### config.mk
export PLATFORM = sky130hd
export DESIGN_NAME = fifo_pop_packer_flat
export DESIGN_NICKNAME = d
export VERILOG_FILES = /design/src/rtl/fifo_pkg.sv /design/src/rtl/fifo_pop_packer_if.sv /design/src/rtl/fifo_pop_packer_vr_out_reg.sv /design/src/rtl/fifo_pop_packer.sv /design/src/flat_wrapper.sv
export SDC_FILE = /design/constraint.sdc
export NUM_CORES = 1
export LEC_CHECK = 0
export CAP_MARGIN = 20
export CELL_PAD_IN_SITES_DETAIL_PLACEMENT = 1
export CELL_PAD_IN_SITES_GLOBAL_PLACEMENT = 2
export CORE_MARGIN = 2
export CORE_UTILIZATION = 33
export CTS_CLUSTER_DIAMETER = 150
export DETAILED_ROUTE_END_ITERATION = 8
export GPL_TIMING_DRIVEN = 0
export PLACE_DENSITY_LB_ADDON = 0.1
export SYNTH_ARGS = -nofsm -noshare
export SYNTH_HDL_FRONTEND = slang
export SYNTH_SLANG_ARGS = --single-unit
### constraint.sdc
create_clock -name clk -period 2.8 [get_ports clk]
set_input_delay 0.7 -clock clk [delete_from_list [all_inputs] [get_ports clk]]
set_output_delay 0.7 -clock clk [all_outputs]
set_load 0.01 [all_outputs]
### src/rtl/fifo_pkg.sv
`default_nettype none
// ============================================================================
// Module  : fifo_pkg
// Brief   : Shared types and helpers for FIFO-side stream stages.
// Revision: 1.0 - initial release
// ============================================================================
package fifo_pkg;

  typedef enum logic {
    FILL     = 1'b0,
    WAIT_OUT = 1'b1
  } pack_state_e;

  function automatic int lane_cnt_w(input int pack);
    return $clog2(pack + 1);
  endfunction

endpackage
`default_nettype wire

### src/rtl/fifo_pop_packer_if.sv
`default_nettype none
// ============================================================================
// Module  : fifo_pop_packer_if
// Brief   : FIFO read port plus packed valid/ready output stream.
// Revision: 1.0 - initial release
// ============================================================================
interface fifo_pop_packer_if #(
  parameter int DWIDTH = 4,
  parameter int PACK   = 4
);
  localparam int OWIDTH   = DWIDTH * PACK;
  localparam int C_LANE_W = fifo_pkg::lane_cnt_w(PACK);

  logic                fifo_empty;
  logic [DWIDTH-1:0]   fifo_dout;
  logic                fifo_ren;
  logic                flush;
  logic                out_valid;
  logic                out_ready;
  logic [OWIDTH-1:0]   out_data;
  logic [C_LANE_W-1:0] out_lanes;

  modport master (
    input  fifo_empty, fifo_dout, flush, out_ready,
    output fifo_ren, out_valid, out_data, out_lanes
  );

  modport slave (
    output fifo_empty, fifo_dout, flush, out_ready,
    input  fifo_ren, out_valid, out_data, out_lanes
  );
endinterface
`default_nettype wire

### src/rtl/fifo_pop_packer_vr_out_reg.sv
`default_nettype none
// ============================================================================
// Module  : vr_out_reg
// Brief   : Valid/ready output register with load, hold and clear.
// Revision: 1.0 - initial release
// ============================================================================
module vr_out_reg #(
  parameter int W = 8
) (
  input  wire logic         clk,
  input  wire logic         rst_n,
  input  wire logic         load,
  input  wire logic [W-1:0] load_data,
  input  wire logic         ready,
  output logic              valid,
  output logic [W-1:0]      data,
  output logic              free
);

  assign free = ~valid | ready;

  // Callers only assert load while free, so a held word is never overwritten.
  always_ff @(posedge clk) begin
    if (!rst_n) begin
      valid <= 1'b0;
      data  <= '0;
    end else if (load) begin
      valid <= 1'b1;
      data  <= load_data;
    end else if (ready) begin
      valid <= 1'b0;
    end
  end

endmodule
`default_nettype wire

### src/rtl/fifo_pop_packer.sv
`default_nettype none
// ============================================================================
// Module  : fifo_pop_packer
// Brief   : Pops FIFO entries and packs PACK lanes per output word, with flush.
// Revision: 1.0 - initial release
// ============================================================================
module fifo_pop_packer
  import fifo_pkg::*;
#(
  parameter int DWIDTH = 4,
  parameter int PACK   = 4
) (
  input wire logic          clk,
  input wire logic          rst_n,
  fifo_pop_packer_if.master bus
);

  localparam int OWIDTH   = DWIDTH * PACK;
  localparam int C_LANE_W = lane_cnt_w(PACK);
  localparam logic [C_LANE_W-1:0] C_PACK_CNT  = C_LANE_W'(PACK);
  localparam logic [C_LANE_W-1:0] C_LAST_LANE = C_LANE_W'(PACK - 1);

  pack_state_e                  r_state;
  pack_state_e                  w_state_next;
  logic [C_LANE_W-1:0]          r_cnt;
  logic [OWIDTH-1:0]            r_acc;
  logic                         r_flush_pend;
  logic [OWIDTH-1:0]            w_acc_pop;
  logic                         w_fifo_ren;
  logic                         w_complete;
  logic                         w_flush_now;
  logic                         w_load;
  logic                         w_out_free;
  logic                         w_out_valid;
  logic [C_LANE_W+OWIDTH-1:0]   w_load_word;
  logic [C_LANE_W+OWIDTH-1:0]   w_out_word;

  always_ff @(posedge clk) begin
    if (!rst_n) r_state <= FILL;
    else        r_state <= w_state_next;
  end

  always_comb begin
    w_state_next = r_state;
    case (r_state)
      FILL:     if ((w_complete | w_flush_now) & ~w_out_free) w_state_next = WAIT_OUT;
      WAIT_OUT: if (w_out_free) w_state_next = FILL;
      default:  w_state_next = FILL;
    endcase
  end

  always_comb begin
    w_fifo_ren  = rst_n & ~bus.fifo_empty & (r_state == FILL) & (r_cnt < C_PACK_CNT)
                & ~bus.flush & ~r_flush_pend;
    w_acc_pop   = r_acc;
    if (r_cnt < C_PACK_CNT) w_acc_pop[int'(r_cnt)*DWIDTH +: DWIDTH] = bus.fifo_dout;
    w_complete  = w_fifo_ren & (r_cnt == C_LAST_LANE);
    w_flush_now = bus.flush & (r_state == FILL) & (r_cnt != '0);
    // A waiting word (full or flushed partial) always leaves on the first free edge.
    w_load      = w_out_free & ((r_state == WAIT_OUT) | w_complete | w_flush_now);
    w_load_word = w_complete ? {C_PACK_CNT, w_acc_pop} : {r_cnt, r_acc};
  end

  always_ff @(posedge clk) begin
    if (!rst_n) begin
      r_cnt        <= '0;
      r_acc        <= '0;
      r_flush_pend <= 1'b0;
    end else begin
      if (w_load) begin
        r_cnt <= '0;
        r_acc <= '0;
      end else if (w_fifo_ren) begin
        r_cnt <= r_cnt + C_LANE_W'(1);
        r_acc <= w_acc_pop;
      end
      if (w_load)           r_flush_pend <= 1'b0;
      else if (w_flush_now) r_flush_pend <= 1'b1;
    end
  end

  vr_out_reg #(.W(C_LANE_W + OWIDTH)) u_out_reg (
    .clk       (clk),
    .rst_n     (rst_n),
    .load      (w_load),
    .load_data (w_load_word),
    .ready     (bus.out_ready),
    .valid     (w_out_valid),
    .data      (w_out_word),
    .free      (w_out_free)
  );

  assign bus.fifo_ren                  = w_fifo_ren;
  assign bus.out_valid                 = w_out_valid;
  assign {bus.out_lanes, bus.out_data} = w_out_word;

endmodule
`default_nettype wire
### src/flat_wrapper.sv
// flat-port wrapper written by rule: the top's interface ports become plain ports
module fifo_pop_packer_flat import fifo_pkg::*;
#(
  parameter int DWIDTH = 4,
  parameter int PACK   = 4
)
  (clk, rst_n, bus_fifo_empty, bus_fifo_dout, bus_flush, bus_out_ready, bus_fifo_ren, bus_out_valid, bus_out_data, bus_out_lanes);
  fifo_pop_packer_if #(.DWIDTH(DWIDTH), .PACK(PACK)) bus_i ();
  input wire logic clk;
  input wire logic rst_n;
  input wire logic [$bits(bus_i.fifo_empty)-1:0] bus_fifo_empty;
  input wire logic [$bits(bus_i.fifo_dout)-1:0] bus_fifo_dout;
  input wire logic [$bits(bus_i.flush)-1:0] bus_flush;
  input wire logic [$bits(bus_i.out_ready)-1:0] bus_out_ready;
  output wire logic [$bits(bus_i.fifo_ren)-1:0] bus_fifo_ren;
  output wire logic [$bits(bus_i.out_valid)-1:0] bus_out_valid;
  output wire logic [$bits(bus_i.out_data)-1:0] bus_out_data;
  output wire logic [$bits(bus_i.out_lanes)-1:0] bus_out_lanes;
  assign bus_i.fifo_empty = bus_fifo_empty;
  assign bus_i.fifo_dout = bus_fifo_dout;
  assign bus_i.flush = bus_flush;
  assign bus_i.out_ready = bus_out_ready;
  assign bus_fifo_ren = bus_i.fifo_ren;
  assign bus_out_valid = bus_i.out_valid;
  assign bus_out_data = bus_i.out_data;
  assign bus_out_lanes = bus_i.out_lanes;
  fifo_pop_packer #(.DWIDTH(DWIDTH), .PACK(PACK)) u_core (.clk(clk), .rst_n(rst_n), .bus(bus_i));
endmodule
# --- After elaboration in Yosys (flattened, before gate mapping) ---
# Index checks and enable logic that the tools add are counted.
# W data, S select, Z words.
word_totals:
  wordCells: 44
  ff_bits: 41
classes:
  magnitude_cmp: 1
  n_addsub: 2
  n_reduce_logical: 3
  n_eq_ne: 1
  n_bitwise: 21
  n_mux: 8
  n_shift: 2
ops:
  columns: ["cell", "count"]
  rows:
  - ["$neg A5 Y33", 1]
  - ["$shift A4 B33 Y16 const A", 1]
  - ["$shiftx A4 B33 Y16", 1]
  - ["$mux W19", 1]
  - ["$bwmux W16", 1]
  - ["$mux W16", 1]
  - ["$and A1 B1 Y1", 10]
  - ["$not A1 Y1", 7]
  - ["$mux W1", 4]
  - ["$or A1 B1 Y1", 4]
  - ["$add A3 B1 Y3 const B", 1]
  - ["$eq A3 B2 Y1 const B", 1]
  - ["$lt A3 B3 Y1 const B", 1]
  - ["$reduce_bool A3 Y1", 1]
  - ["$pmux W1 S2", 1]
  - ["$reduce_bool A2 Y1", 1]
  - ["$reduce_or A2 Y1", 1]

# --- Longest topological paths before layout ---
# Gate-level depths: netlist of the first run.
logic_depth:
  word_depth: 11
  mapped_depth: 10
  ltp_nobuf: 8

# --- By module ---
# Synthesis of the first run repeated with hierarchy kept, for this count alone.
unflattened:
  cells_unflattened: 185
  area_unflattened_um2: 1969.4
by_module_without_submodules:
  columns: ["module", "seq_area_each_um2", "n_inst", "area_each_um2", "cells_each"]
  rows:
  - ["fifo_pop_packer", 420.4, 1, 1212.4, 120]
  - ["vr_out_reg", 400.4, 1, 757.0, 65]

# --- Worst setup path after synthesis of the first run ---
# Ideal clock, no wire load.
synth_timing:
  path_kind: "register to register"
  startpoint: "register u_core.r_cnt[0]"
  endpoint: "register u_core.u_out_reg.data[0]"
  arrival_time_ns: 2.172
  n_path_buf: 1
  synth_period_minus_slack_ns: 2.301
  setup_ns: 0.129
  slack_ns: 0.499
  stages_incl_launch_ff: 10
  t_required_ns: 2.671
  path_cell_list: "dfxtp_1 -> clkbuf_1 -> inv_1 -> ha_1 -> ha_1 -> or4b_1 -> nor3_1 -> nand3_1 -> mux2i_1 -> a21oi_1"
synth_via:
  elab_chain_len: 8
  word_cells_on_any_way: 17
  classes_between: "add/sub: 1; order compare: 1; eq/ne: 1; shift: 2; mux: 3; bitwise: 8; reduce/logical: 1"
synth_lines:
  columns: ["element", "line", "rtl"]
  rows:
  - ["start, declared", "fifo_pop_packer.sv:25", "logic [C_LANE_W-1:0] r_cnt;"]
  - ["start signal, assigned", "fifo_pop_packer.sv:74", "r_cnt <= r_cnt + C_LANE_W'(1);"]
  - ["parallel branches: the longest is 8 deep, another holds $neg A5 Y33", null, null]
  - ["end signal, assigned", "fifo_pop_packer_vr_out_reg.sv:29", "data <= load_data;"]
  - ["end, declared", "fifo_pop_packer_vr_out_reg.sv:16", "output logic [W-1:0] data,"]
# Several ways; the timed one is not identified.
# A chain may end at the register's enable or synchronous reset.

# --- Worst setup path after layout of the first run ---
layout_timing:
  startpoint: "input port bus_fifo_empty"
  endpoint: "output port bus_fifo_ren"
layout_via:
  elab_chain_len: 6
layout_lines:
  columns: ["element", "line", "rtl"]
  rows:
  - ["start, declared", "flat_wrapper.sv:11", "input wire logic [$bits(bus_i.fifo_empty)-1:0] bus_fifo_empty;"]
  - ["$not A1 Y1", "fifo_pop_packer.sv:53", "w_fifo_ren = rst_n & ~bus.fifo_empty & (r_state == FILL) & (r_cnt < C_PACK_CNT)"]
  - ["$and A1 B1 Y1 (3 in a row)", "fifo_pop_packer.sv:53", null]
  - ["$and A1 B1 Y1 (2 in a row)", "fifo_pop_packer.sv:54", "& ~bus.flush & ~r_flush_pend;"]
  - ["end, declared", "flat_wrapper.sv:15", "output wire logic [$bits(bus_i.fifo_ren)-1:0] bus_fifo_ren;"]
# Every way passes these cells.

==> results of run 1 <==
[layout make-up]
| cell class | count | area share [%] |
|---|---|---|
| plain buffers | 7 | 1.36 |
| clock buffers | 5 | 2.99 |
| clock inverters | 3 | 2.01 |
| inverters | 5 | 0.869 |
| multi-input cells | 124 | 40.2 |
| flip-flops and latches | 41 | 35.7 |
| well taps | 70 | 3.80 |
| repair buffers | 31 | 13.1 |
[cell families (layout without fill, tap and decap cells)]
group	after synthesis	after routing	share of synthesized area, %
AOI/OAI and AO/OA	29	29	12.0
xor gates and xnor gates	1	1	0.491
adders and majority gates	4	4	2.81
buffers and inverters	12	51	2.74
DFF	41	41	46.0
muxes	32	32	18.0
and+or+nand+nor	58	58	18.0
[metal layers]
metal | global-route usage [%] | part of all wire, % | wire length, µm | vias to the layer above
met3 | 4.07 | 3.8 | 168 | 5
li1 | - | - | - | 698
met4 | 4.82 | 1.2 | 52 | 0
met5 | 0 | 0 | 0 | -
met1 | 22.1 | 48 | 2140 | 681
met2 | 25.6 | 47 | 2050 | 28
[stage by stage]
stage | power, W | instances
2_1_floorplan | 0.000654 | 177
3_3_place_gp | 0.000694 | 276
3_5_place_dp | 0.000697 | 276
4_1_cts | 0.00118 | 286
5_1_grt | 0.00123 | 286
6_report | 0.00117 | 286
[how the worst max path moves through the flow]
stage / to / slack (ns) / startpoint
after floorplan: u_core.u_out_reg.data[0] / 0.50 / u_core.r_cnt[0]
after global placement: bus_fifo_ren / -0.54 / rst_n
after detailed placement: bus_fifo_ren / -0.59 / rst_n
after CTS: u_core.u_out_reg.data[3] / 0.03 / u_core.r_cnt[0]
after global routing: u_core.u_out_reg.data[14] / 0.06 / u_core.r_cnt[0]
final: bus_fifo_ren / 0.13 / bus_fifo_empty
[power by group through the flow]
stage	clock network [W]	registers, W	logic (W)
finish	0.000485	0.000594	0.0000924
global route	0.000530	0.000596	0.000104
CTS	0.000498	0.000594	0.0000913
detailed placement	0	0.000608	0.0000887
global placement	0	0.000608	0.0000863
floorplan	0	0.000609	0.0000455
[layout by cell type (no fill, tap or decap), types with 2 or more instances in the layout]
| cell type | n |
|---|---|
| a21oi_1 | 7 |
| a32o_1 | 2 |
| and2_1 | 9 |
| buf_2 | 2 |
| buf_4 | 2 |
| clkbuf_1 | 3 |
| clkbuf_2 | 2 |
| clkbuf_8 | 5 |
| clkdlybuf4s50_1 | 27 |
| dfxtp_1 | 40 |
| dlygate4sd2_1 | 2 |
| ha_1 | 4 |
| inv_1 | 4 |
| mux2i_1 | 32 |
| nand2_1 | 4 |
| nand2b_1 | 3 |
| nand4_1 | 2 |
| nor2_1 | 25 |
| nor2b_1 | 3 |
| nor3b_1 | 2 |
| nor3b_2 | 2 |
| o21ai_0 | 5 |
| o2bb2ai_1 | 13 |
[state kept, by name, summed over array words and instances (netlist names)]
name	cells
u_core.r_acc	16
u_core.r_cnt	3
u_core.r_state	1
u_core.u_out_reg.data	19
u_core.r_flush_pend	1
u_core.u_out_reg.valid	1
[timing repair]
item                       4_1_cts  5_1_grt
pin swaps                        1        0
setup endpoints to repair        1       19
buffers inserted                 2        0
resized for setup                4        5
==> impl_metrics.csv, run 1 <==
group,metric,value,unit
outcome,outcome,"finished, final reports clean",
logic_synthesis,yosys.cell_count.top_type,"dfxtp_1",
routing,via_per_inst,4.94,
pwr,internal_power,0.000895,W
routing,num_vias,1412,
setup_path,worstPathArrival,1.97,ns
logic_synthesis,ys_ff_latch,41,
clocking,cts_tree,"yes",
placement,portBuffers,29,
die,fp.dieH,77.5,µm
clocking,clk_path_buf_depth,2,
clocking,postCtsHoldBufs,0,
timing,setup_viol_count_final,0,
clocking,h-tree-depth,2,
logic_synthesis,syn_nets,190,
setup_path,cp_slowest_cell,"clkdlybuf4s50_1",
logic_synthesis,netlist_top_cells_area,"dfxtp_1 46%, mux2i_1 18%, o2bb2ai_1 6.4%",
timing,hold_viol,0,
pwr,vdd_drop_max,0.220,mV
grt,overflow,0,
setup_path,worst_r2r_path_depth,10,
setup_path,timing.rr.start,"u_core.r_cnt[0]",
final_layout,fin_area,2300,µm²
setup_path,path_delay_family,"buffers and inverters",
grt,grt_max_degree,15,
timing,fin_tns_setup,0,ns
die,ios,30,
logic_synthesis,syn_area_per_cell,10.1,µm²
setup_path,crit_type,"in2out",
placement,dp.final_hpwl,3240,µm
logic_synthesis,synth_top_area_share,46.0,%
logic_synthesis,synth_edf_count,0,
grt,antenna_found_initial,0,
setup_path,rrSetupSlack,0.28,ns
setup_path,required,2.10,ns
clocking,cts.sinks,41,
logic_synthesis,netlist_instances,177,
timing,slew_viol_final,0,
pwr,switchingPower,0.000276,W
timing,rsz0062_at_grt,"false",
routing,wirelength,4410,µm
placement,pre_cts_ws,-0.586,ns
die,design.core.area,5170,µm²
final_layout,seq_area,822,µm²
clocking,numCtsBuffers,5,
die,start_util,34.5,%
logic_synthesis,async_flop_share,0,%
flow_run,maxCapViolCount,0,
logic_synthesis,synth-seq-area-share,46.0,%
setup_path,worstSetupEndpointType,"primary output",
die,die_area,6010,µm²
die,fp.dieW,77.5,µm
logic_synthesis,synth_area,1780,µm²
routing,wire_per_inst,15.4,µm
final_layout,multi_input_comb_area,926,µm²
setup_path,crit_path_cell_trace,"clkdlybuf4s50_1 > nor4b_4 > nand2_2 > clkinv_2 > dlygate4sd2_1",
timing,period_share,95.2,%
logic_synthesis,synth_common_cells,"41 x dfxtp_1, 32 x mux2i_1, 25 x nor2_1",
grt,grt_usage,16.3,%
logic_synthesis,synth-main-ff-cell,"dfxtp_1",
pwr,leakage,0.908,nW
setup_path,cpPeakStageDelay,0.44,ns
setup_path,rr_endpoint,"u_core.u_out_reg.data[13]",
setup_path,worst-path-buf-inv,3,
timing,finalClockSkew,0.0130,ns
final_layout,fin_util,44.6,%
grt,grt_pass1_vias,1522,
worst_hold_path,hold_start,"u_core.u_out_reg.data[8]",
final_layout,fillers,581,
timing,fmax,0.375,GHz
timing,max-slew-margin-rel,64.3,%
pwr,p_sw_share,23.6,%
timing,layout_min_cycle_time,2.67,ns
pwr,power_per_cell_area,508,nW/µm²
final_layout,nNetsFinal,228,
setup_path,cp_max_fo,7,
worst_hold_path,hold_depth,1,
final_layout,area_growth,29.3,%
clocking,cts-root-buf,"clkbuf_8",
routing,first_pass_iters,4,
routing,drt_iter0_drc,48,
logic_synthesis,synth_top_cell_by_area,"dfxtp_1",
pwr,power_frac_seq,50.7,%
worst_hold_path,hold_path_end,"u_core.u_out_reg.data[8]",
routing,drc,0,
timing,timing.final.ws_setup,0.135,ns
timing,worstMarginPinSlew,0.534,ns
timing,whs,0.468,ns
pwr,pwr-share-comb,7.9,%
logic_synthesis,yosysUniqueCellTypes,29,
final_layout,drive_gt1_share,11.6,%
logic_synthesis,synth_warnings,0,
worst_hold_path,hp-class,"reg2reg",
setup_path,worstSetupStartpointType,"input pin",
clocking,clkLatencyLatePin,0.30,ns
clocking,path_clk_slew,0.08,ns
final_layout,n_antenna_cell,0,
die,placementRows,26,
setup_path,cp_num_cells,5,
placement,dpl_cell_area,2160,µm²
placement,gp_congestion,0.748,
grt,grt_pass1_wl,7720,µm
pwr,clkPwrFrac,41.4,%
routing,ant_nets,0,
Note: power is estimated with default switching activity, not from simulation.
==> run 2: changes to the inputs <==
CELL_PAD_IN_SITES_DETAIL_PLACEMENT = unset   (was 1)
CELL_PAD_IN_SITES_GLOBAL_PLACEMENT = unset   (was 2)
CORE_UTILIZATION = 53   (was 33)
PLACE_DENSITY = 0.79   (was unset)
PLACE_DENSITY_LB_ADDON = unset   (was 0.1)
SYNTH_HIERARCHICAL = 1   (was unset)
==> run 2 against run 1 <==
  * Flip-flop and latch count stayed put
  * Power is 8.7% lower
  * Count of clock-buffer cells in the layout is 1 higher
  * Clock skew is 0.0020 ns lower
  * Clock power shrank 22%
  * Register-to-register slack better by 0.12 ns
  * Cell area grew 5.1%
  * Combinational power is 6.3% higher
  * Sequential share of layout area down 1.8 points
  * Largest power group unchanged
==> impl_metrics.csv, run 2 <==
group,metric,value,unit
flow_run,maxCapViolCount,0,
logic_synthesis,netlist_instances,185,
setup_path,cpPeakStageDelay,0.44,ns
routing,via_per_inst,5.24,
pwr,internal_power,0.000809,W
die,design.core.area,3610,µm²
placement,gp_congestion,0.870,
clocking,h-tree-depth,2,
pwr,power_frac_seq,55.3,%
routing,ant_nets,0,
clocking,postCtsHoldBufs,0,
timing,hold_viol,0,
grt,grt_pass1_wl,6640,µm
setup_path,crit_type,"in2out",
pwr,pwr-share-comb,9.2,%
timing,setup_viol_count_final,0,
pwr,vdd_drop_max,0.276,mV
grt,grt_max_degree,14,
clocking,cts_tree,"yes",
worst_hold_path,hold_start,"u_core/r_acc[11]",
final_layout,largest_reg_flops,19,
setup_path,cp_max_fo,10,
logic_synthesis,synth_top_cell_by_area,"dfxtp_1",
timing,max-slew-margin-rel,66.2,%
outcome,outcome,"finished, final reports clean",
logic_synthesis,yosysUniqueCellTypes,30,
logic_synthesis,synth_common_cells,"41 x dfxtp_1, 35 x mux2i_1, 22 x nor2_1",
logic_synthesis,async_flop_share,0,%
setup_path,path_delay_family,"buffers and inverters",
final_layout,nNetsFinal,236,
final_layout,final_common_cell,"dfxtp_1",
logic_synthesis,syn_nets,198,
grt,grt_pass1_vias,1419,
setup_path,worstSetupStartpointType,"input pin",
timing,rsz0062_at_grt,"false",
timing,fmax,0.367,GHz
pwr,switchingPower,0.000260,W
grt,antenna_found_initial,0,
clocking,cts.sinks,41,
routing,wire_per_inst,14.5,µm
setup_path,cp-startpoint,"bus_flush",
timing,worstMarginPinSlew,0.501,ns
logic_synthesis,synth_warnings,6,
setup_path,worstPathArrival,2.02,ns
final_layout,mostFrequentLayoutCells,"41 x dfxtp_1, 35 x mux2i_1, 27 x clkdlybuf4s50_1",
final_layout,fin_area,2420,µm²
placement,dpl_cell_area,2320,µm²
timing,slew_viol_final,0,
setup_path,worst-path-buf-inv,3,
die,die_area,4220,µm²
die,start_util,54.6,%
logic_synthesis,netlist_top_cells_area,"dfxtp_1 42%, mux2i_1 18%, mux2_2 9.1%",
routing,wirelength,3950,µm
setup_path,cp_slowest_cell,"clkdlybuf4s50_1",
final_layout,largest-register,"u_core/u_out_reg/data",
final_layout,drive_gt1_share,17.9,%
clocking,numCtsBuffers,5,
grt,overflow,0,
logic_synthesis,synth_top_area_share,41.7,%
final_layout,n_antenna_cell,0,
final_layout,fillers,304,
clocking,clkLatencyLatePin,0.30,ns
placement,portBuffers,29,
setup_path,required,2.10,ns
die,fp.dieH,65.0,µm
pwr,leakage,0.956,nW
placement,dp.final_hpwl,2870,µm
final_layout,final_cells,272,
grt,grt_usage,21.2,%
pwr,finalPower,0.00107,W
worst_hold_path,hp-class,"reg2reg",
clocking,cts-root-buf,"clkbuf_8",
clocking,clk_path_buf_depth,2,
routing,first_pass_iters,4,
setup_path,worstSetupEndpointType,"primary output",
timing,finalClockSkew,0.0111,ns
pwr,clkPwrFrac,35.5,%
setup_path,crit_path_cell_trace,"clkdlybuf4s50_1 > nor2_2 > and2_4 > buf_12 > dlygate4sd2_1",
timing,layout_min_cycle_time,2.72,ns
placement,dp.cells,262,
final_layout,area_growth,23.0,%
logic_synthesis,syn_area_per_cell,10.6,µm²
routing,num_vias,1424,
clocking,path_clk_slew,0.08,ns
pwr,p_sw_share,24.4,%
logic_synthesis,synth-seq-area-share,41.7,%
routing,drc,0,
final_layout,reg.largest.list,"u_core/u_out_reg/data: 19 flops, u_core/r_acc: 16 flops, u_core/r_cnt: 3 flops",
timing,period_share,97.2,%
die,ios,30,
logic_synthesis,ys_ff_latch,41,
pwr,power_per_cell_area,441,nW/µm²
logic_synthesis,synth_edf_count,0,
die,placementRows,22,
setup_path,timing.rr.start,"u_core/r_cnt[0]",
logic_synthesis,synth-main-ff-cell,"dfxtp_1",
die,fp.dieW,65.0,µm
logic_synthesis,synth_area,1970,µm²
routing,drt_iter0_drc,45,
logic_synthesis,yosys.cell_count.top_type,"dfxtp_1",
[run 2: changes by cell type in the layout (fill, tap and decap cells not counted), moves of 4 or more]
cell       change
nor2b_1       +18
o2bb2ai_1     -13
and2_1         -9
nor2_1         -4
o21ai_0        -4
mux2_2        +16
[run 2: final cells by class]
type	instances	area (µm²)	area share, %
Buffer	9	70.1	2.89
Clock buffer	6	72.6	3.00
Clock inverter	2	15.0	0.620
Inverter	6	22.5	0.930
Multi-Input combinational cell	129	1060	43.7
Sequential cell	41	821	33.9
Tap cell	48	60.1	2.48
Timing Repair Buffer	31	303	12.5
[run 2: layer usage]
layer  global-route usage [%]  up-vias  part of all wire (%)
li1                         -      717                     -
met1                     25.3      670                    44
met2                     35.8       31                    50
met3                     5.21        6                   4.5
met4                     9.57        0                   1.5
met5                        0        -                     0
[run 2: worst register-to-register path: cells and delay by family, from the launching register on]
kind | cells | cell delay, ns
simple gates | 3 | 0.73
fa+ha+maj | 2 | 0.53
mux | 2 | 0.50
flops | 1 | 0.41
buf+inv | 1 | 0.12
[run 2: cell families (layout without fill, tap and decap cells)]
group                      count (synthesis)  in the layout  synth area share, %
adders and majority gates                  4              4                 2.54
DFF                                       41             41                 41.7
and+or+nand+nor                           64             64                 21.1
AOI/OAI and AO/OA                          9              9                 2.60
muxes                                     51             51                 26.9
buffers and inverters                     15             54                 4.70
xor gates and xnor gates                   1              1                0.445
[run 2: power by group through the flow]
stage | registers [W] | logic (W) | clock network [W]
global route | 0.000592 | 0.000108 | 0.000413
CTS | 0.000591 | 0.0000986 | 0.000398
finish | 0.000591 | 0.0000982 | 0.000380
detailed placement | 0.000605 | 0.0000966 | 0
global placement | 0.000605 | 0.0000923 | 0
floorplan | 0.000605 | 0.0000606 | 0
[run 2: per-stage QoR]
step / util [%] / TNS [ns] / worst slack [ns] / hold WS, ns
global route: 67.2 / 0 / 0.0184 / 0.533
floorplan: - / 0 / 0.733 / 0.454
detailed placement: 64.3 / -0.715 / -0.509 / 0.480
global placement: 64.3 / -0.419 / -0.419 / 0.470
CTS: 67.2 / 0 / 0.0849 / 0.503
finish: 67.2 / 0 / 0.0785 / 0.496
[run 2: repair_timing]
| action | in CTS | in global routing |
|---|---|---|
| gates resized for setup | 3 | 0 |
| endpoints found under the setup margin | 1 | 0 |
| setup buffers | 2 | 0 |
[run 2: path summary, 6_finish.rpt]
path                         endpoint  slack [ns]  cells after the start
min reg2reg          u_core/r_acc[11]        0.50                      2
max                      bus_fifo_ren        0.08                      5
max reg2reg  u_core/u_out_reg/data[2]        0.40                      8
min                  u_core/r_acc[11]        0.50                      2
==> run 3: changes to the inputs <==
SKIP_CTS_REPAIR_TIMING = 1   (was unset)
==> run 3 against run 2 <==
  * Wire length barely moved
  * Clock power about the same
  * Non-clock buffer count down 1
  * Cell count decreased by 0.37%
  * Cell area rose by 0.21%
  * Hold slack about the same
  * Sequential share of layout area decreased by 0.070 points
  * Via count decreased by 0.42%
  * Clock skew about the same
  * Flip-flop and latch count unchanged
  * Setup slack better by 0.12 ns
  * Register-to-register slack barely moved
==> impl_metrics.csv, run 3 (same netlist as run 2, synthesis figures left out) <==
group,metric,value,unit
timing,fin_tns_setup,0,ns
grt,overflow,0,
final_layout,nNetsFinal,235,
setup_path,rr_endpoint,"u_core/u_out_reg/data[2]",
timing,finalClockSkew,0.0113,ns
placement,gp_congestion,0.870,
final_layout,mostFrequentLayoutCells,"41 x dfxtp_1, 35 x mux2i_1, 27 x clkdlybuf4s50_1",
setup_path,timing.rr.start,"u_core/r_cnt[0]",
timing,fmax,0.384,GHz
clocking,numCtsBuffers,5,
routing,drc,0,
placement,dpl_cell_area,2320,µm²
timing,setup_viol_count_final,0,
clocking,h-tree-depth,2,
outcome,outcome,"finished, final reports clean",
die,fp.dieW,65.0,µm
clocking,clkLatencyLatePin,0.30,ns
placement,dp.final_hpwl,2870,µm
clocking,cts-root-buf,"clkbuf_8",
setup_path,cp_max_fo,10,
die,design.core.area,3610,µm²
timing,slew_viol_final,0,
clocking,path_clk_slew,0.08,ns
worst_hold_path,hold_start,"u_core/r_acc[11]",
setup_path,cpPeakStageDelay,0.45,ns
pwr,leakage,0.972,nW
grt,grt_usage,21.2,%
clocking,cts_tree,"yes",
final_layout,largest-register,"u_core/u_out_reg/data",
setup_path,worstSetupEndpointType,"primary output",
final_layout,final_common_cell,"dfxtp_1",
setup_path,cp-startpoint,"bus_fifo_empty",
final_layout,n_antenna_cell,0,
setup_path,rrSetupSlack,0.40,ns
worst_hold_path,hold_depth,2,
final_layout,drive_gt1_share,17.5,%
timing,whs,0.496,ns
routing,first_pass_iters,4,
die,start_util,54.6,%
routing,wire_per_inst,14.6,µm
routing,num_vias,1418,
setup_path,worstPathArrival,1.90,ns
flow_run,maxCapViolCount,0,
setup_path,required,2.10,ns
worst_hold_path,hold_path_end,"u_core/r_acc[11]",
timing,hold_viol,0,
die,die_area,4220,µm²
grt,grt_pass1_wl,6640,µm
timing,rsz0062_at_grt,"false",
final_layout,largest_reg_flops,19,
pwr,vdd_drop_max,0.276,mV
routing,drt_iter0_drc,35,
setup_path,crit_type,"in2out",
final_layout,area_growth,23.3,%
routing,wirelength,3950,µm
routing,ant_nets,0,
timing,worstMarginPinSlew,0.501,ns
clocking,clk_path_buf_depth,2,
setup_path,worst_r2r_path_depth,8,
placement,dp.cells,262,
grt,grt_max_degree,14,
placement,portBuffers,29,
die,fp.dieH,65.0,µm
clocking,cts.sinks,41,
setup_path,crit_path_cell_trace,"clkdlybuf4s50_1 > nor4b_4 > and2_4 > buf_12 > dlymetal6s2s_1",
timing,layout_min_cycle_time,2.60,ns
die,ios,30,
grt,grt_pass1_vias,1401,
die,placementRows,22,
setup_path,cp_slowest_cell,"clkdlybuf4s50_1",
pwr,power_per_cell_area,441,nW/µm²
routing,via_per_inst,5.23,
final_layout,fin_area,2430,µm²
worst_hold_path,hp-class,"reg2reg",
timing,period_share,93.0,%
final_layout,reg.largest.list,"u_core/u_out_reg/data: 19 flops, u_core/r_acc: 16 flops, u_core/r_cnt: 3 flops",
final_layout,final_cells,271,
grt,antenna_found_initial,0,
timing,max-slew-margin-rel,66.1,%
setup_path,worstSetupStartpointType,"input pin",
## run 3: cell types whose count changed in the layout (fill, tap and decap cells not counted)
| cell | change |
|---|---|
| dlygate4sd2_1 | -2 |
| dlymetal6s2s_1 | +2 |
| buf_4 | -1 |
| nor2_2 | -1 |
| nor2_4 | +1 |
## run 3: how the worst max path moves through the flow
| stage | endpoint | slack [ns] | cells after the start |
|---|---|---|---|
| final | bus_fifo_ren | 0.20 | 5 |
| after global routing | bus_fifo_ren | 0.14 | 5 |
| after CTS | bus_fifo_ren | -0.51 | 5 |
| after detailed placement | bus_fifo_ren | -0.51 | 5 |
| after global placement | bus_fifo_ren | -0.42 | 5 |
| after floorplan | u_core/u_out_reg/data[0] | 0.73 | 8 |
## run 3: layer usage
layer	wire length (µm)	vias up	global-route usage, %
met5	0	-	0
met4	61	0	9.57
met3	154	6	5.21
met2	1970	27	35.4
met1	1760	671	25.7
li1	-	714	-
## run 3: report_power, final
part           internal, W  total (W)  switching, W
clock network     0.000175   0.000380      0.000205
logic            0.0000460  0.0000985     0.0000525
registers         0.000587   0.000591    0.00000368
total             0.000809    0.00107      0.000261
## run 3: stage by stage
step | utilization [%] | setup WS [ns] | power, W
6_report | 67.3 | 0.195 | 0.00107
3_5_place_dp | 64.3 | -0.509 | 0.000702
5_1_grt | 67.3 | 0.140 | 0.00111
4_1_cts | 66.8 | -0.510 | 0.00109
3_3_place_gp | 64.3 | -0.419 | 0.000697
2_1_floorplan | - | 0.733 | 0.000665
## run 3: cell type report
cell class	instances	area, µm²
clock inverters	2	15.0
multi-input cells	129	1060
well taps	48	60.1
plain buffers	9	70.1
clock buffers	6	72.6
fillers	305	1180
flip-flops and latches	41	821
repair buffers	30	303
inverters	6	22.5
## run 3: critical path: cells and delay by family
family,cells,cell delay [ns]
buf+inv,3,0.75
simple gates,2,0.46
==> RTL edit 1, RTL diff (config.mk and constraints of run 2) <==
`DWIDTH` is set to 4 in 3 places; all go to 6.
--- a/src/rtl/fifo_pop_packer_if.sv
+++ b/src/rtl/fifo_pop_packer_if.sv
@@ -6,5 +6,5 @@
 // ============================================================================
 interface fifo_pop_packer_if #(
-  parameter int DWIDTH = 4,
+  parameter int DWIDTH = 6,
   parameter int PACK   = 4
 );
--- a/src/rtl/fifo_pop_packer.sv
+++ b/src/rtl/fifo_pop_packer.sv
@@ -8,5 +8,5 @@
   import fifo_pkg::*;
 #(
-  parameter int DWIDTH = 4,
+  parameter int DWIDTH = 6,
   parameter int PACK   = 4
 ) (
--- a/src/flat_wrapper.sv
+++ b/src/flat_wrapper.sv
@@ -2,5 +2,5 @@
 module fifo_pop_packer_flat import fifo_pkg::*;
 #(
-  parameter int DWIDTH = 4,
+  parameter int DWIDTH = 6,
   parameter int PACK   = 4
 )
Ports: changed (resized bus_fifo_dout and bus_out_data); port bits go from 30 to 40. No check against the original RTL was run, so the function may have changed too.
==> RTL edit 1 against run 2 <==
The run now ends with setup timing left; sequential cell count rose by 16; area after synthesis is 92% higher; cell area rose by 120%; wire length increased to 3.2 times the old value; worst setup slack got worse by 420 ps; global-route usage increased by 8.3 points; clock power grew 100%; via count rose to 2.7 times the old value; critical path type is now reg2reg; total power grew 96%.
==> RTL edit 1: results (changes against run 2) <==
GRT
  • Met3 Use GR: 6.90% (+1.7 points)
  • Number of global-route vias before repair: 3404 (+140%)
  • Tot GR Track Use: 29.5% (+8.3 points)
  • First-pass GRT wire length: 17500 µm (+160%)
  • M1 GR Usage: 38.2% (+13 points)
  • Largest net degree at the start of global routing: 15 (+1)
  • GR Util met2: 47.9% (+12 points)

Run status
  • Failing checks: setup timing
  • Status: finished, violations left

Detailed routing
  • Wire length on met3: 879 µm (+400%)
  • DR WL/cell: 20.4 µm (+40%)
  • Iter 0 DRT Violations: 450 (+900%)
  • Detailed route wirelength on metal2: 5950 µm (+200%)
  • Vias per inst: 6.12 (+17%)
  • Met1 WL: 5270 µm (+210%)
  • Pre-antenna DRT Iters: 5 (+1)
  • Final wirelength: 12700 µm (+220%)

Timing
  • Final worst slack: -341 ps (-419 ps)
  • Slew margin rel.: 38.8% (-27 points)
  • Setup violators final: 44 (+44)
  • Fin Clk Skew: 22.6 ps (+11.5 ps)
  • Hold Worst Slack: 456 ps (-40.3 ps)

Synth
  • Top cells by area, synth: dfxtp_1 30%, mux2i_1 8.7%, nor2b_1 5.3%, nand2_1 4.9%, mux2_2 4.5%
  • Sequential area share after synthesis: 30.1% (-12 points)
  • Post-synthesis cell count: 421 (+130%)
  • Compound-Gate Fraction of Synth Area: 11.4% (+8.8 points)
  • Synth unique cells: 73 (+140%)
  • Post-synthesis mux area share: 17.1% (-9.9 points)
  • Post-synthesis adder-cell area fraction: 3.17% (+0.63 points)
  • Post-synth top cells: 57 x dfxtp_1, 49 x nand2_1, 33 x mux2i_1
  • Synth Area in XOR/XNOR: 2.12% (+1.7 points)
  • Syn_nets: 441 (+120%)

Pwr
  • Leakage: 2.13 nW (+120%)
  • Peak VDD IR: 317 µV (+15%)

Placement
  • Pre-CTS setup slack: -1030 ps (-523 ps)
  • Global placer's final weighted congestion: 1.01 (+16%)
  • Placed cell count: 555 (+110%)
  • Dpl hpwl: 7460 µm (+160%)
  • Buffers added on ports: 38 (+31%)

Clocking
  • Reg clk slew, reported paths: 90 ps
  • Clk root buf: clkbuf_8
  • Clk_lat worst skew: 370 ps (+70 ps)
  • CTS Buf Count: 9 (+4)
  • H-Tree Level Count: 3 (+1)
  • Post-cts sizing count: 45 (+42)

Worst setup path
  • Crit path max-delay family: simple AND/OR/NAND/NOR gates
  • Worst R2R Path Depth: 14 (+6)
  • Worst r2r src: u_core/r_cnt[2]
  • Worst Path Class, Setup: reg2reg
  • Crit path largest cell delay: 570 ps (+130 ps)
  • Critical R2R Capture: u_core/u_out_reg/data[6]
  • CP arrival: 3390 ps (+1370 ps)
  • Crit-path max FO: 5 (-5)
  • Slowest CP cell: or4b_4

Layout
  • Final nets: 543 (+130%)
  • Layout cells sized above 1: 37.4% (+20 points)
  • Fill cell count: 453 (+49%)
  • Largest regs: u_core/u_out_reg/data x27, u_core/r_acc x24, u_core/r_cnt x3

Min path
  • Worst hold start: u_core/r_acc[5]
-- RTL edit 1: cell count changes in the layout (fill, tap and decap cells not counted), moves of 9 or more --
cell	before	now
nand3_1	0	18
nand2_1	3	38
buf_4	2	48
buf_6	2	14
nand2_2	0	10
mux2_2	16	4
nor2b_1	21	32
o21ai_0	1	13
mux2_4	0	22
dfxtp_1	41	54
clkdlybuf4s50_1	27	36
-- RTL edit 1: worst reg2reg max path, stage by stage (launching register included) --
cell and delay (ps):
dfxtp_2 340, buf_8 120, buf_12 120, inv_8 50
fa_2 460, buf_6 150, and3_4 150, ha_4 300
nand2b_4 80, or4b_4 570, mux2_4 330, nand2_1 80
nand2_1 90, mux2i_1 140, nor2b_1 60
-- RTL edit 1: cell type report --
| cell class | instances | area share [%] |
|---|---|---|
| buffer | 26 | 4.32 |
| clock buffer | 9 | 2.31 |
| clock inverter | 6 | 1.10 |
| inverter | 10 | 0.888 |
| multi-input combinational | 325 | 51.6 |
| sequential | 57 | 21.5 |
| tap | 96 | 2.24 |
| timing repair buffer | 94 | 16.0 |
-- RTL edit 1: kinds of logic after synthesis --
| family | count (synthesis) |
|---|---|
| buf+inv | 39 |
| mux | 59 |
| compound gates | 65 |
| flops | 57 |
| fa+ha+maj | 9 |
| simple gates | 185 |
| xor+xnor | 7 |
-- RTL edit 1: power breakdown --
part / internal [mW] / total, mW / switching, mW / leakage [nW]
Combinational: 0.229 / 0.504 / 0.275 / 1.57
Clock: 0.402 / 0.769 / 0.367 / 0.0990
Sequential: 0.815 / 0.822 / 0.00651 / 0.461
Total: 1.45 / 2.09 / 0.648 / 2.13
-- RTL edit 1: stage by stage --
stage	TNS (ps)	area, µm²
floorplan	-6060	3880
global placement	-24090	4380
detailed placement	-25620	4380
CTS	-4970	4910
global route	-10830	5350
finish	-8040	5350
==> RTL edit 2, RTL diff (config.mk and constraints of run 2) <==
Without the edit above. Reset style: asynchronous (`rst_n`), changed in 3 clocked blocks.
--- a/src/rtl/fifo_pop_packer_vr_out_reg.sv
+++ b/src/rtl/fifo_pop_packer_vr_out_reg.sv
@@ -21,5 +21,5 @@
 
   // Callers only assert load while free, so a held word is never overwritten.
-  always_ff @(posedge clk) begin
+  always_ff @(posedge clk or negedge rst_n) begin
     if (!rst_n) begin
       valid <= 1'b0;
--- a/src/rtl/fifo_pop_packer.sv
+++ b/src/rtl/fifo_pop_packer.sv
@@ -36,5 +36,5 @@
   logic [C_LANE_W+OWIDTH-1:0]   w_out_word;
 
-  always_ff @(posedge clk) begin
+  always_ff @(posedge clk or negedge rst_n) begin
     if (!rst_n) r_state <= FILL;
     else        r_state <= w_state_next;
@@ -62,5 +62,5 @@
   end
 
-  always_ff @(posedge clk) begin
+  always_ff @(posedge clk or negedge rst_n) begin
     if (!rst_n) begin
       r_cnt        <= '0;
Formal check against the unedited RTL: differs if rst_n is asserted again (counterexample within 4 cycles, from zero or initial values and one cycle with rst_n low); with rst_n held inactive, the same outputs for 10 cycles.
==> RTL edit 2 against run 2 <==
Sequential cell count is the same; worst setup slack gained 72 ps; area after synthesis grew 4.4%; count of clock-buffer cells in the layout grew 1; first-iteration DRC count grew 110%; global-route usage is essentially flat; register-to-register slack lost 120 ps; core utilization grew 1.4 points; synthesized cell count shrank 18%; cell area grew 4.4%; die area grew 4.2%; wire length grew 5.0%; largest cell class is now sequential cells; highest routed layer unchanged.
Power is not compared: it rests on default switching activity, and its combinational part moved more than twofold at a synthesized area within 25%.
==> RTL edit 2: results (changes against run 2) <==
Placement
  • Global placer's final weighted congestion: 0.859 (-1.3%)
  • Placement-stage cell area: 0.00240 mm² (+3.6%)
  • Dpl hpwl: 2890 µm (+0.95%)
  • Buffers added on ports: 29 (unchanged)
  • Placed cell count: 229 (-13%)
  • Pre-CTS setup slack: -569 ps (-60.5 ps)

Timing
  • Hold Worst Slack: 380 ps (-116 ps)
  • Fin Clk Skew: 6.71 ps (-4.35 ps)

Worst setup path
  • Worst r2r src: u_core/r_cnt[0]
  • CP arrival: 1950 ps (-70 ps)
  • CP endpoint: bus_fifo_ren
  • Worst R2R Path Depth: 8 (unchanged)
  • Critical R2R Capture: u_core/u_out_reg/data[3]
  • R2r setup slk: 280 ps (-120 ps)

Synth
  • Post-synthesis cell count: 152 (-18%)
  • Synth unique cells: 25 (-17%)
  • Sequential area share after synthesis: 49.9% (+8.2 points)
  • Post-synth top cells: 41 x dfrtp_1, 19 x mux2_4, 17 x a22o_1
  • Async SR Flop Fraction: 100% (+100 points)
  • Syn_nets: 165 (-17%)

Layout
  • Final nets: 204 (-14%)
  • Layout cells sized above 1: 29.2% (+11 points)
  • Finished Layout Cells: 240 (-12%)
  • Fin util: 68.6% (+1.4 points)
  • Fill cell count: 273 (-10%)

Detailed routing
  • Wire length on met3: 198 µm (+12%)
  • Vias per inst: 5.75 (+9.9%)
  • Final wirelength: 4150 µm (+5.0%)
  • Detailed route wirelength on metal2: 2060 µm (+4.0%)
  • Met1 WL: 1790 µm (+3.9%)
  • Iter 0 DRT Violations: 93 (+110%)

GRT
  • GR Util met2: 34.4% (-1.4 points)
  • Number of global-route vias before repair: 1461 (+3.0%)
  • First-pass GRT wire length: 6870 µm (+3.5%)
  • Largest net degree at the start of global routing: 43 (+29)
  • M1 GR Usage: 26.0% (+0.65 points)
  • Met3 Use GR: 5.62% (+0.41 points)
  • Tot GR Track Use: 21.2% (-0.029 points)

Clocking
  • Post-cts sizing count: 2 (-1)
  • Buffer count from post-CTS setup fixing: 1 (-1)

Min path
  • Tightest Hold Check Type: in2async

Run status
  • Status: completed
[RTL edit 2: changes by cell type after synthesis, sizes merged, moves of 3 or more]
| cell | run 2 | this run |
|---|---|---|
| mux2i | 35 | 0 |
| nor2 | 22 | 11 |
| nand3 | 2 | 6 |
| a22o | 0 | 17 |
| clkbuf | 4 | 0 |
| nand4 | 5 | 2 |
| nor2b | 21 | 2 |
| nand2 | 3 | 10 |
| dfrtp | 0 | 41 |
| mux2 | 16 | 35 |
| nor4b | 3 | 0 |
| dfxtp | 41 | 0 |
[RTL edit 2: cells by family after synthesis]
logic type / after synthesis / synth area share [%]
flops: 41 / 49.9
compound gates: 26 / 9.91
buf+inv: 7 / 2.37
mux: 35 / 22.6
fa+ha+maj: 4 / 2.43
simple gates: 39 / 12.8
[RTL edit 2: cell type report]
cell class	instances	share of cell area, %
repair buffers	32	12.1
plain buffers	3	1.34
clock buffers	7	3.81
multi-input cells	104	39.1
inverters	4	0.593
clock inverters	1	0.198
well taps	48	2.37
flip-flops and latches	41	40.6
